File: src/rtl/irq_pkg.sv
// Shared types for the interrupt controller: handshake states and the
// fixed-priority selector (lowest index wins).
package irq_pkg;

  typedef enum logic [1:0] {
    IDLE,
    REQ,
    SERVICE
  } state_e;

  localparam int unsigned PRIO_W = 32;

  typedef struct packed {
    logic       valid;
    logic [4:0] idx;
  } prio_t;

  function automatic prio_t prio_sel(input logic [PRIO_W-1:0] pending_masked);
    prio_t sel;
    sel = '0;
    for (int unsigned i = 0; i < PRIO_W; i++) begin
      if (pending_masked[i] && !sel.valid) begin
        sel.valid = 1'b1;
        sel.idx   = 5'(i);
      end
    end
    return sel;
  endfunction

endpackage

File: src/rtl/irq_controller_capture.sv
// Per-channel request capture: rising-edge or level detect into latched
// pending bits that clear only on their own acknowledge.
module irq_controller_capture #(
  parameter int unsigned          NUM_IRQ   = 8,
  parameter logic [NUM_IRQ-1:0]   EDGE_MODE = '1
) (
  input  logic               clk,
  input  logic               rst_n,
  input  logic [NUM_IRQ-1:0] irq_i,
  input  logic [NUM_IRQ-1:0] clr_i,
  output logic [NUM_IRQ-1:0] pending_o
);

  logic [NUM_IRQ-1:0] irq_q;
  logic [NUM_IRQ-1:0] pending_q, pending_d;
  logic [NUM_IRQ-1:0] set;

  always_comb begin
    set       = (EDGE_MODE & irq_i & ~irq_q) | (~EDGE_MODE & irq_i);
    // set is applied after clear so an event coinciding with its ack survives
    pending_d = (pending_q & ~clr_i) | set;
  end

  always_ff @(posedge clk or negedge rst_n) begin
    if (!rst_n) begin
      irq_q     <= '0;
      pending_q <= '0;
    end else begin
      irq_q     <= irq_i;
      pending_q <= pending_d;
    end
  end

  assign pending_o = pending_q;

endmodule

File: src/rtl/irq_controller.sv
// Interrupt controller: NMI plus NUM_IRQ maskable channels, fixed priority,
// registered vector and a request/acknowledge/EOI handshake with the CPU.
module irq_controller
  import irq_pkg::*;
#(
  parameter int unsigned        NUM_IRQ   = 8,
  parameter logic [NUM_IRQ-1:0] EDGE_MODE = '1,
  parameter logic [NUM_IRQ-1:0] MASK_RST  = '1,
  parameter int unsigned        VEC_W     = $clog2(NUM_IRQ + 1)
) (
  input  logic               clk,
  input  logic               rst_n,
  input  logic [NUM_IRQ-1:0] irq,
  input  logic               nmi,
  input  logic               int_disable,
  input  logic               mask_we,
  input  logic [NUM_IRQ-1:0] mask_wdata,
  input  logic               cpu_ina,
  input  logic               eoi,
  output logic               cpu_int,
  output logic [VEC_W-1:0]   vector,
  output logic               in_service,
  output logic [NUM_IRQ-1:0] pending,
  output logic [NUM_IRQ-1:0] mask
);

  localparam logic [VEC_W-1:0] NMI_VEC = VEC_W'(NUM_IRQ);

  state_e             state_q, state_d;
  logic [VEC_W-1:0]   vector_q, vector_d;
  logic               cpu_int_q, cpu_int_d;
  logic               in_service_q, in_service_d;
  logic [NUM_IRQ-1:0] mask_q, mask_d;
  logic               nmi_q;
  logic               nmi_pending_q, nmi_pending_d;
  logic [NUM_IRQ-1:0] pending_w;
  logic [NUM_IRQ-1:0] clr;
  logic               ack;
  prio_t              sel;

  irq_controller_capture #(
    .NUM_IRQ  (NUM_IRQ),
    .EDGE_MODE(EDGE_MODE)
  ) u_capture (
    .clk      (clk),
    .rst_n    (rst_n),
    .irq_i    (irq),
    .clr_i    (clr),
    .pending_o(pending_w)
  );

  always_comb sel = prio_sel(PRIO_W'(pending_w & ~mask_q));

  always_comb begin
    state_d      = state_q;
    vector_d     = vector_q;
    cpu_int_d    = cpu_int_q;
    in_service_d = in_service_q;
    ack          = 1'b0;
    unique case (state_q)
      IDLE: begin
        if (nmi_pending_q) begin
          vector_d  = NMI_VEC;
          cpu_int_d = 1'b1;
          state_d   = REQ;
        end else if (sel.valid && !int_disable) begin
          vector_d  = VEC_W'(sel.idx);
          cpu_int_d = 1'b1;
          state_d   = REQ;
        end
      end
      REQ: begin
        if (cpu_ina) begin
          ack          = 1'b1;
          cpu_int_d    = 1'b0;
          in_service_d = 1'b1;
          state_d      = SERVICE;
        end
      end
      SERVICE: begin
        if (eoi) begin
          in_service_d = 1'b0;
          state_d      = IDLE;
        end
      end
      default: state_d = IDLE;
    endcase
  end

  always_comb begin
    for (int unsigned i = 0; i < NUM_IRQ; i++) begin
      clr[i] = ack && (vector_q == VEC_W'(i));
    end
    nmi_pending_d = (nmi_pending_q & ~(ack && (vector_q == NMI_VEC))) | (nmi & ~nmi_q);
    mask_d        = mask_we ? mask_wdata : mask_q;
  end

  always_ff @(posedge clk or negedge rst_n) begin
    if (!rst_n) begin
      state_q       <= IDLE;
      vector_q      <= '0;
      cpu_int_q     <= 1'b0;
      in_service_q  <= 1'b0;
      mask_q        <= MASK_RST;
      nmi_q         <= 1'b0;
      nmi_pending_q <= 1'b0;
    end else begin
      state_q       <= state_d;
      vector_q      <= vector_d;
      cpu_int_q     <= cpu_int_d;
      in_service_q  <= in_service_d;
      mask_q        <= mask_d;
      nmi_q         <= nmi;
      nmi_pending_q <= nmi_pending_d;
    end
  end

  assign cpu_int    = cpu_int_q;
  assign vector     = vector_q;
  assign in_service = in_service_q;
  assign pending    = pending_w;
  assign mask       = mask_q;

endmodule

File: config.mk
export PLATFORM = sky130hd
export DESIGN_NAME = irq_controller
export DESIGN_NICKNAME = d
export VERILOG_FILES = /design/src/rtl/irq_pkg.sv /design/src/rtl/irq_controller_capture.sv /design/src/rtl/irq_controller.sv
export SDC_FILE = /design/constraint.sdc
export NUM_CORES = 1
export LEC_CHECK = 0
export ABC_AREA = 0
export CORE_MARGIN = 4
export CORE_UTILIZATION = 45
export CTS_CLUSTER_SIZE = 20
export DETAILED_ROUTE_END_ITERATION = 6
export PLACE_DENSITY = 0.78
export SLEW_MARGIN = 20
export SYNTH_ARGS = -nofsm -noshare
export SYNTH_HDL_FRONTEND = slang
export SYNTH_HIERARCHICAL = 1
export SYNTH_SLANG_ARGS = --single-unit
File: constraint.sdc
create_clock -name clk -period 3.5 [get_ports clk]
set_input_delay 0.35 -clock clk [delete_from_list [all_inputs] [get_ports clk]]
set_output_delay 0.35 -clock clk [all_outputs]
set_load 0.01 [all_outputs]
Word-level counts from Yosys, hierarchy flattened

Cells that the tools add are included.
W data, S select, Z words.

Bits in registers: 34
Bits of input ports: 23
Output and inout bits: 22

Equality and inequality tests: 13
Multiplexer cells: 48
Bitwise logic cells: 12
Reductions and logical operators: 82

Operators with widths:

| cell                 | count |
|---|---|
| $mux W6              | 32 |
| $logic_and A1 B1 Y1  | 41 |
| $and A8 B32 Y32      | 1 |
| $logic_not A1 Y1     | 32 |
| $not A8 Y32          | 1 |
| $and A8 B8 Y8        | 2 |
| $eq A4 B3 Y1 const B | 4 |
| $not A8 Y8           | 2 |
| $reduce_and A3 Y1    | 3 |
| $eq A4 B2 Y1 const B | 2 |
| $mux W2              | 4 |
| $mux W4              | 2 |
| $or A8 B8 Y8         | 1 |
| $mux W1              | 7 |
| $pmux W2 S3          | 1 |
| $reduce_bool A2 Y1   | 3 |
| $eq A4 B1 Y1 const B | 1 |
| $eq A4 B4 Y1 const B | 1 |
| $logic_not A4 Y1     | 1 |
| $ne A2 B2 Y1 const B | 2 |
| $pmux W1 S2          | 2 |
| $ne A3 B3 Y1 const B | 1 |
| $and A1 B1 Y1        | 2 |
| $eq A2 B1 Y1 const B | 1 |
| other kinds (5)      | 6 |

Logic depth before layout (Yosys ltp)

Gate-level depths: netlist of run 1.

Depth in word-level cells: 100
Mapped depth: 6
Depth with buffers taken out: 5

By module

Netlist of run 1, hierarchy kept.

By module, submodules not included:

| module                 | instances | cells an instance | area each (um^2) |
|---|---|---|---|
| irq_controller         | 1         | 89                | 944.7 |
| irq_controller_capture | 1         | 40                | 560.5 |

Worst setup path before layout of run 1

OpenSTA, ideal clock, no wires.

Path type: register to register
Start point: register mask_q[4] (netlist: mask[4])
End point: register vector_q[0] (netlist: vector[0])
Library setup time: 0.122 ns
Arrival time: 1.262 ns
Required time: 3.378 ns
Slack: 2.116 ns
Cell stages (with the launch flop): 5
Path buffers: 0
Period minus slack after synthesis: 1.384 ns
Path through: dfstp_2 nand2b_1 o2111ai_1 o211a_1 a32o_1

Word-level cells in the longest chain between the ends: 88
Elaborated cells on any way between the ends: 90
Those cells by class: 30 x mux; 2 x bitwise; 58 x reduce/logical

Ends and longest elaborated chain:

| element                      | RTL line              | text |
|---|---|---|
| from (decl)                  | irq_controller.sv:33  | `logic [NUM_IRQ-1:0] mask_q, mask_d;` |
| from (signal assigned)       | irq_controller.sv:112 | `mask_q <= mask_d;` |
| $not A8 Y32 *                | irq_controller.sv:52  | `always_comb sel = prio_sel(PRIO_W'(pending_w & ~mask_q));` |
| $and A8 B32 Y32 *            | irq_controller.sv:52  |  |
| $logic_and A1 B1 Y1 *        | irq_pkg.sv:22         | `if (pending_masked[i] && !sel.valid) begin` |
| $mux W6 *                    | irq_pkg.sv:22         |  |
| $logic_not A1 Y1             | irq_pkg.sv:22         |  |
| $logic_and A1 B1 Y1          | irq_pkg.sv:22         |  |
| $mux W6 *                    | irq_pkg.sv:22         |  |
| $logic_not A1 Y1             | irq_pkg.sv:22         |  |
| [... 72 more ...]            | --                    |  |
| $logic_and A1 B1 Y1          | irq_pkg.sv:22         |  |
| $mux W6 *                    | irq_pkg.sv:22         |  |
| $logic_not A1 Y1             | irq_pkg.sv:22         |  |
| $logic_and A1 B1 Y1          | irq_pkg.sv:22         |  |
| $mux W6 *                    | irq_pkg.sv:22         |  |
| $logic_and A1 B1 Y1          | irq_controller.sv:66  | `end else if (sel.valid && !int_disable) begin` |
| $reduce_bool A2 Y1 (no line) | --                    |  |
| $reduce_and A2 Y1 (no line)  | --                    |  |
| to (signal assigned)         | irq_controller.sv:109 | `vector_q <= vector_d;` |
| to (decl)                    | irq_controller.sv:30  | `logic [VEC_W-1:0] vector_q, vector_d;` |

Mark *: on every way between the ends. The rest lies on a longest branch, timed or not. The select of a mux whose other input is x is not followed.
A chain may end at the register's enable or synchronous reset.

Worst setup path after layout of run 1

Start point: register vector_q[2] (netlist: vector[2])
End point: output vector[2]

RTL lines:

| element   | RTL line             | text |
|---|---|---|
| to (decl) | irq_controller.sv:21 | `output logic [VEC_W-1:0] vector,` |

No word-level cell between the ends.

==> flow_metrics.tcl, run 1 <==
set metrics [dict create \
    cts_sinks 34 \
    drt_iter0_drc 50 \
    floorplan.initialDensity 0.4812 \
    syn-cell-area_um2 1505 \
    max_stage_delay_ns 0.61 \
    initial_antenna_violation_count 0 \
    critical_path.slowest_cell "sky130_fd_sc_hd__clkdlybuf4s50_1" \
    cts_tree "yes" \
    max_cap_violations 0 \
    die_w_um 65.84 \
    clock_tree.root_cell "sky130_fd_sc_hd__clkbuf_4" \
    setup-tns-final_ns 0 \
    grt_start_max_net_pins 35 \
    detail_route.wl_per_cell_um 14.95 \
    vias_per_inst 5.156 \
    groute.usage.overall 0.1762 \
    n_antenna_cell 0 \
    worstPathRequired_ns 3.15 \
    synth_area_per_cell_um2 11.67 \
    finalInstanceArea_um2 2056 \
    yosysSeqAreaShare 0.5719 \
    timing.final.hold_violations 0 \
    reg2reg_setup_slack_ns 1.93 \
    worst-path-max-fanout 8 \
    worst-slew-pin-transition_ns 0.4243 \
    post_route_cells_drive_above_1_share 0.2056 \
    drt_wl_total_mm 3.349 \
    utilization 0.6572 \
    postCtsHoldBufs 0 \
    chipHeight_um 65.84 \
    finalSetupViolCount 0 \
    cts-buffers-inserted 5 \
    dpl_cell_area_um2 1997 \
    synthesized_instance_count 129 \
    floorplan.rows 20 \
    clock_path_buffers 2 \
    finalCriticalPeriod_ns 1.818 \
    ys_ff_latch 34 \
    max_freq_mhz 550.0 \
    path_clk_slew_ns 0.10 \
    drt_pre_antenna_iters 4 \
    dpl_worst_slack_ns 1.678 \
    cp-start-kind "register" \
    wire_length_of_the_first_global_routing_pass_mm 5.651 \
    clk_latency_ns 0.33 \
    portBuffers 44 \
    status "complete, no violations" \
    core_area_um2 3128 \
    mappedNetlistNets 152 \
    final_critical_path_setup_slack_ns 1.682 \
    static_leak_nw 0.9486 \
    dieArea_um2 4334 \
    drc 0 \
    maxSlewHeadroom 0.7171 \
    crit_family "buffers and inverters" \
    worst-r2r-cell-count 4 \
    route.antenna.remaining_nets 0 \
    number_of_global_route_vias_before_repair 1202 \
    gp_congestion 0.8269 \
    vdd.ir_drop.worst_v 0.0003161 \
    yosys.cell_types.count 33 \
    filler_cell_count 261 \
    cts_repair_resize_count 0 \
    global_route.overflow_total 0 \
    finalCritPeriodShare 0.5195 \
    crit_path_cell_trace "clkdlybuf4s50_1" \
    cts_post_setup_buffers_inserted 0 \
    dr_total_vias 1155 \
    totalPowerFinal_mw 1.070 \
    setup.worst_path.end_class "output pin" \
    timing_max_transition_violations_final 0 \
    crit_path_start "vector[2]" \
    worst_ep_arrival_time_ns 1.47 \
    min-delay-path-class "in2async" \
    cellPowerDensity_nw_per_um2 520.7 \
    r2r-start "mask[3]" \
    cts_max_level 2 \
    fin_worst_skew_ns 0.01314 \
    flow.area_growth_from_synthesis_pct 36.58 \
    worstSetupPathType "reg2out" \
    yosys_warnings 6 \
    floorplan.io_pins 45 \
    timing.rr.end "state_q[0]" \
    rsz0062_at_grt "no" \
    critical_path_buf_inv_count 1 \
    detailedPlacementHpwl_mm 2.567 \
    num-nets-final 202 \
]
[worst max path at each step]
stage,to,slack [ns],cells past startpoint
after global routing,vector[2],1.62,1
after CTS,vector[2],1.68,1
after global placement,u_capture/pending_o[0],1.73,5
after floorplan,vector[0],2.12,4
final,vector[2],1.68,1
after detailed placement,u_capture/pending_o[0],1.68,5
[synthesized netlist by cell type]
cell type / n / area [µm²]
sky130_fd_sc_hd__dfrtp_1: 26 / 650.6
sky130_fd_sc_hd__inv_1: 21 / 78.83
sky130_fd_sc_hd__dfstp_2: 8 / 210.2
sky130_fd_sc_hd__mux2_2: 8 / 90.09
sky130_fd_sc_hd__nand2b_1: 8 / 50.05
sky130_fd_sc_hd__o22ai_2: 8 / 100.1
sky130_fd_sc_hd__nor2_1: 6 / 22.52
sky130_fd_sc_hd__nand2_1: 5 / 18.77
sky130_fd_sc_hd__nor3_1: 5 / 25.02
sky130_fd_sc_hd__nand3_1: 3 / 15.01
sky130_fd_sc_hd__nor2b_1: 3 / 18.77
sky130_fd_sc_hd__a21oi_1: 2 / 10.01
sky130_fd_sc_hd__a31o_2: 2 / 17.52
sky130_fd_sc_hd__a32o_1: 2 / 20.02
sky130_fd_sc_hd__and3_1: 2 / 12.51
sky130_fd_sc_hd__nor4_1: 2 / 12.51
sky130_fd_sc_hd__o21ai_0: 2 / 10.01
sky130_fd_sc_hd__a22o_1: 1 / 8.760
sky130_fd_sc_hd__a31oi_1: 1 / 6.260
sky130_fd_sc_hd__and4_1: 1 / 8.760
sky130_fd_sc_hd__buf_4: 1 / 7.510
sky130_fd_sc_hd__clkbuf_1: 1 / 3.750
sky130_fd_sc_hd__nand3b_4: 1 / 20.02
sky130_fd_sc_hd__nand4_1: 1 / 6.260
sky130_fd_sc_hd__nor3b_2: 1 / 12.51
sky130_fd_sc_hd__o2111ai_1: 1 / 8.760
sky130_fd_sc_hd__o211a_1: 1 / 10.01
sky130_fd_sc_hd__o211ai_1: 1 / 7.510
sky130_fd_sc_hd__o21ai_2: 1 / 8.760
sky130_fd_sc_hd__o22ai_1: 1 / 6.260
sky130_fd_sc_hd__o311ai_0: 1 / 8.760
sky130_fd_sc_hd__o31ai_1: 1 / 7.510
sky130_fd_sc_hd__or3_4: 1 / 11.26
[flip-flops by register name, indices dropped and copies added, names as in the netlist]
signal,cells
cpu_int,1
nmi_q,1
in_service,1
mask,8
u_capture/pending_o,8
u_capture/irq_q,8
vector,4
nmi_pending_q,1
state_q,2
[cells in the final DEF, fill, tap and decap left out]
master                            count
sky130_fd_sc_hd__clkbuf_1             2
sky130_fd_sc_hd__mux2_2               8
sky130_fd_sc_hd__dfrtp_1             26
sky130_fd_sc_hd__nand4_1              1
sky130_fd_sc_hd__o311ai_0             1
sky130_fd_sc_hd__o22ai_1              1
sky130_fd_sc_hd__a21oi_1              2
sky130_fd_sc_hd__buf_4                1
sky130_fd_sc_hd__a22o_1               1
sky130_fd_sc_hd__o211ai_1             1
sky130_fd_sc_hd__nor4_1               2
sky130_fd_sc_hd__nand3_1              3
sky130_fd_sc_hd__a32o_1               2
sky130_fd_sc_hd__o211a_1              1
sky130_fd_sc_hd__a31o_2               2
sky130_fd_sc_hd__clkbuf_4             5
sky130_fd_sc_hd__and4_1               1
sky130_fd_sc_hd__nor3b_2              1
sky130_fd_sc_hd__dfstp_2              8
sky130_fd_sc_hd__inv_1               21
sky130_fd_sc_hd__o21ai_0              2
sky130_fd_sc_hd__o21ai_2              1
sky130_fd_sc_hd__nand3b_4             1
sky130_fd_sc_hd__nor2_1               6
sky130_fd_sc_hd__and3_1               2
sky130_fd_sc_hd__nand2_1              5
sky130_fd_sc_hd__nor2b_1              3
sky130_fd_sc_hd__clkdlybuf4s50_1     44
sky130_fd_sc_hd__nor3_1               5
sky130_fd_sc_hd__o31ai_1              1
sky130_fd_sc_hd__nand2b_1             8
sky130_fd_sc_hd__o2111ai_1            1
sky130_fd_sc_hd__a31oi_1              1
sky130_fd_sc_hd__o22ai_2              8
sky130_fd_sc_hd__or3_4                1
sky130_fd_sc_hd__clkbuf_8             1
[layout make-up]
| cell class | count | area [µm²] | area share |
|---|---|---|---|
| Clock buffer | 8 | 58.81 | 0.02861 |
| Multi-Input combinational cell | 72 | 554.3 | 0.2696 |
| Sequential cell | 34 | 860.8 | 0.4187 |
| Inverter | 21 | 78.83 | 0.03834 |
| Timing Repair Buffer | 45 | 447.9 | 0.2179 |
| Tap cell | 44 | 55.05 | 0.02678 |
[per-layer routing]
layer  wire (µm)  vias up  GRT usage
met5           0        -          0
met4          53        0    0.06995
met1        1368      566     0.2073
li1            -      549          -
met2        1710       33     0.2954
met3         217        7    0.05782
[metrics by stage]
step	std cells	hold slack, ns
after floorplan	129	0.05441
after global placement	216	0.4151
after detailed placement	216	0.4226
after CTS	224	0.4245
after global routing	224	0.4372
final	224	0.4143
[power by group]
| group | internal [mW] | switching, mW | leakage [nW] | total [mW] |
|---|---|---|---|---|
| Clock | 0.0991 | 0.123 | 0.0326 | 0.222 |
| Sequential | 0.459 | 0.0787 | 0.369 | 0.537 |
| Combinational | 0.172 | 0.139 | 0.547 | 0.311 |
| Total | 0.729 | 0.341 | 0.949 | 1.07 |
[cells by family (layout without fill, tap and decap cells)]
| family | Yosys count | count (layout) | share of synthesized area |
|---|---|---|---|
| and+or+nand+nor | 39 | 39 | 0.1554 |
| muxes | 8 | 8 | 0.05985 |
| buffers and inverters | 23 | 74 | 0.05985 |
| DFF | 34 | 34 | 0.5719 |
| AOI/OAI and AO/OA | 25 | 25 | 0.1530 |
Power figures use the tool's default switching activity.
==> run 2, diff against run 1 <==
clock period = 1.8 ns   (was 3.5 ns; I/O delays follow)
==> flow_metrics.tcl, run 2 (synthesis results as in run 1) <==
set metrics [dict create \
    drt_iter0_drc 83 \
    dr_total_vias 1144 \
    portBuffers 44 \
    crit_path_cell_trace "clkdlybuf4s50_1" \
    die_w_um 65.84 \
    floorplan.rows 20 \
    cellPowerDensity_nw_per_um2 1016 \
    post-place-cells 216 \
    wire_length_of_the_first_global_routing_pass_mm 5.892 \
    postCtsHoldBufs 0 \
    path_clk_slew_ns 0.11 \
    post_route_cells_drive_above_1_share 0.2167 \
    timing.final.hold_violations 0 \
    clock_path_buffers 2 \
    global_route.overflow_total 0 \
    power_report.internal_total_mw 1.413 \
    critical_path_buf_inv_count 1 \
    maxSlewHeadroom 0.7175 \
    worst_ep_arrival_time_ns 1.49 \
    detailedPlacementHpwl_mm 2.653 \
    rsz0062_at_grt "no" \
    timing_max_transition_violations_final 0 \
    dpl_cell_area_um2 1997 \
    dpl_worst_slack_ns 0.1551 \
    net_switching_share_of_the_total_power 0.3252 \
    max_cap_violations 0 \
    max_freq_mhz 599.8 \
    filler_cell_count 270 \
    fin_worst_skew_ns 0.01490 \
    detail_route.wl_per_cell_um 15.28 \
    power_frac_clock 0.214 \
    cts-buffers-inserted 5 \
    cts_tree "yes" \
    drt_pre_antenna_iters 4 \
    cts_post_setup_buffers_inserted 0 \
    n_antenna_cell 0 \
    grt_start_max_net_pins 35 \
    clock_tree.root_cell "sky130_fd_sc_hd__clkbuf_4" \
    number_of_global_route_vias_before_repair 1206 \
    finalCriticalPeriod_ns 1.667 \
    core_area_um2 3128 \
    drc 0 \
    share_comb_of_total_power 0.289 \
    vdd.ir_drop.worst_v 0.0005827 \
    floorplan.io_pins 45 \
    finalSetupViolCount 0 \
    groute.usage.overall 0.1819 \
    finalCritPeriodShare 0.9262 \
    finalInstanceArea_um2 2061 \
    chipHeight_um 65.84 \
    floorplan.initialDensity 0.4812 \
    layout_commonest_cell "sky130_fd_sc_hd__clkdlybuf4s50_1" \
    dieArea_um2 4334 \
    setup.worst_path.end_class "output pin" \
    fin_cells 224 \
    cts_repair_resize_count 0 \
    regArea_um2 860.8 \
    clk_latency_ns 0.35 \
    worst-slew-pin-transition_ns 0.4199 \
    static_leak_nw 0.9503 \
    cts_max_level 2 \
    seqPwrFrac 0.497 \
    final_critical_path_setup_slack_ns 0.1329 \
    critical_path.slowest_cell "sky130_fd_sc_hd__clkdlybuf4s50_1" \
    power.switching_uw 681.1 \
    flow.area_growth_from_synthesis_pct 36.91 \
    multiInputGateArea_um2 554.3 \
    max_stage_delay_ns 0.61 \
    num-nets-final 202 \
    drt_wl_total_mm 3.422 \
    totalPowerFinal_mw 2.095 \
    worst-path-max-fanout 8 \
    initial_antenna_violation_count 0 \
    cp-start-kind "register" \
    status "complete, no violations" \
    worstPathRequired_ns 1.62 \
    gp_congestion 0.8210 \
    vias_per_inst 5.107 \
    final_cell_mix "sky130_fd_sc_hd__clkdlybuf4s50_1, sky130_fd_sc_hd__dfrtp_1, sky130_fd_sc_hd__inv_1" \
    min-delay-path-class "in2async" \
    crit_family "buffers and inverters" \
    worstSetupPathType "reg2out" \
    route.antenna.remaining_nets 0 \
    setup-tns-final_ns 0 \
    cts_sinks 34 \
]
[run 2: per-stage QoR]
stage / hold slack, ns / utilization
detailed placement: 0.4252 / 0.6384
CTS: 0.2267 / 0.6588
floorplan: -0.1156 / -
global route: 0.2421 / 0.6588
finish: 0.2230 / 0.6588
global placement: 0.4155 / 0.6384
[run 2: final cells by class]
type / count / share of cell area
Sequential cell: 34 / 0.4177
Clock buffer: 6 / 0.02489
Multi-Input combinational cell: 72 / 0.2690
Tap cell: 44 / 0.02672
Inverter: 21 / 0.03825
Timing Repair Buffer: 45 / 0.2174
Clock inverter: 2 / 0.006072
[run 2: path summary, 6_finish.rpt]
check | cells past startpoint | endpoint | slack (ns) | startpoint
max | 1 | vector[2] | 0.13 | vector[2]
min | 2 | cpu_int | 0.22 | rst_n
max reg2reg | 4 | state_q[0] | 0.24 | mask[3]
min reg2reg | 1 | u_capture/pending_o[4] | 0.42 | u_capture/irq_q[4]
max in group asynchronous | 2 | mask[4] | 1.23 | rst_n
min in group clk | 1 | u_capture/irq_q[0] | 0.30 | irq[0]
[run 2: power by group through the flow]
| stage | sequential [mW] | clock [mW] | combinational [mW] |
|---|---|---|---|
| after floorplan | 1.03 | 0 | 0.333 |
| after global placement | 1.04 | 0 | 0.584 |
| after detailed placement | 1.06 | 0 | 0.608 |
| after CTS | 1.04 | 0.464 | 0.611 |
| after global routing | 1.07 | 0.501 | 0.665 |
| final | 1.04 | 0.447 | 0.606 |
[run 2: layer usage]
layer	track usage	up-vias	wire length (µm)
met5	0	-	0
met1	0.2290	542	1427
met4	0.07254	0	61
met3	0.06973	9	238
met2	0.2804	44	1694
li1	-	549	-
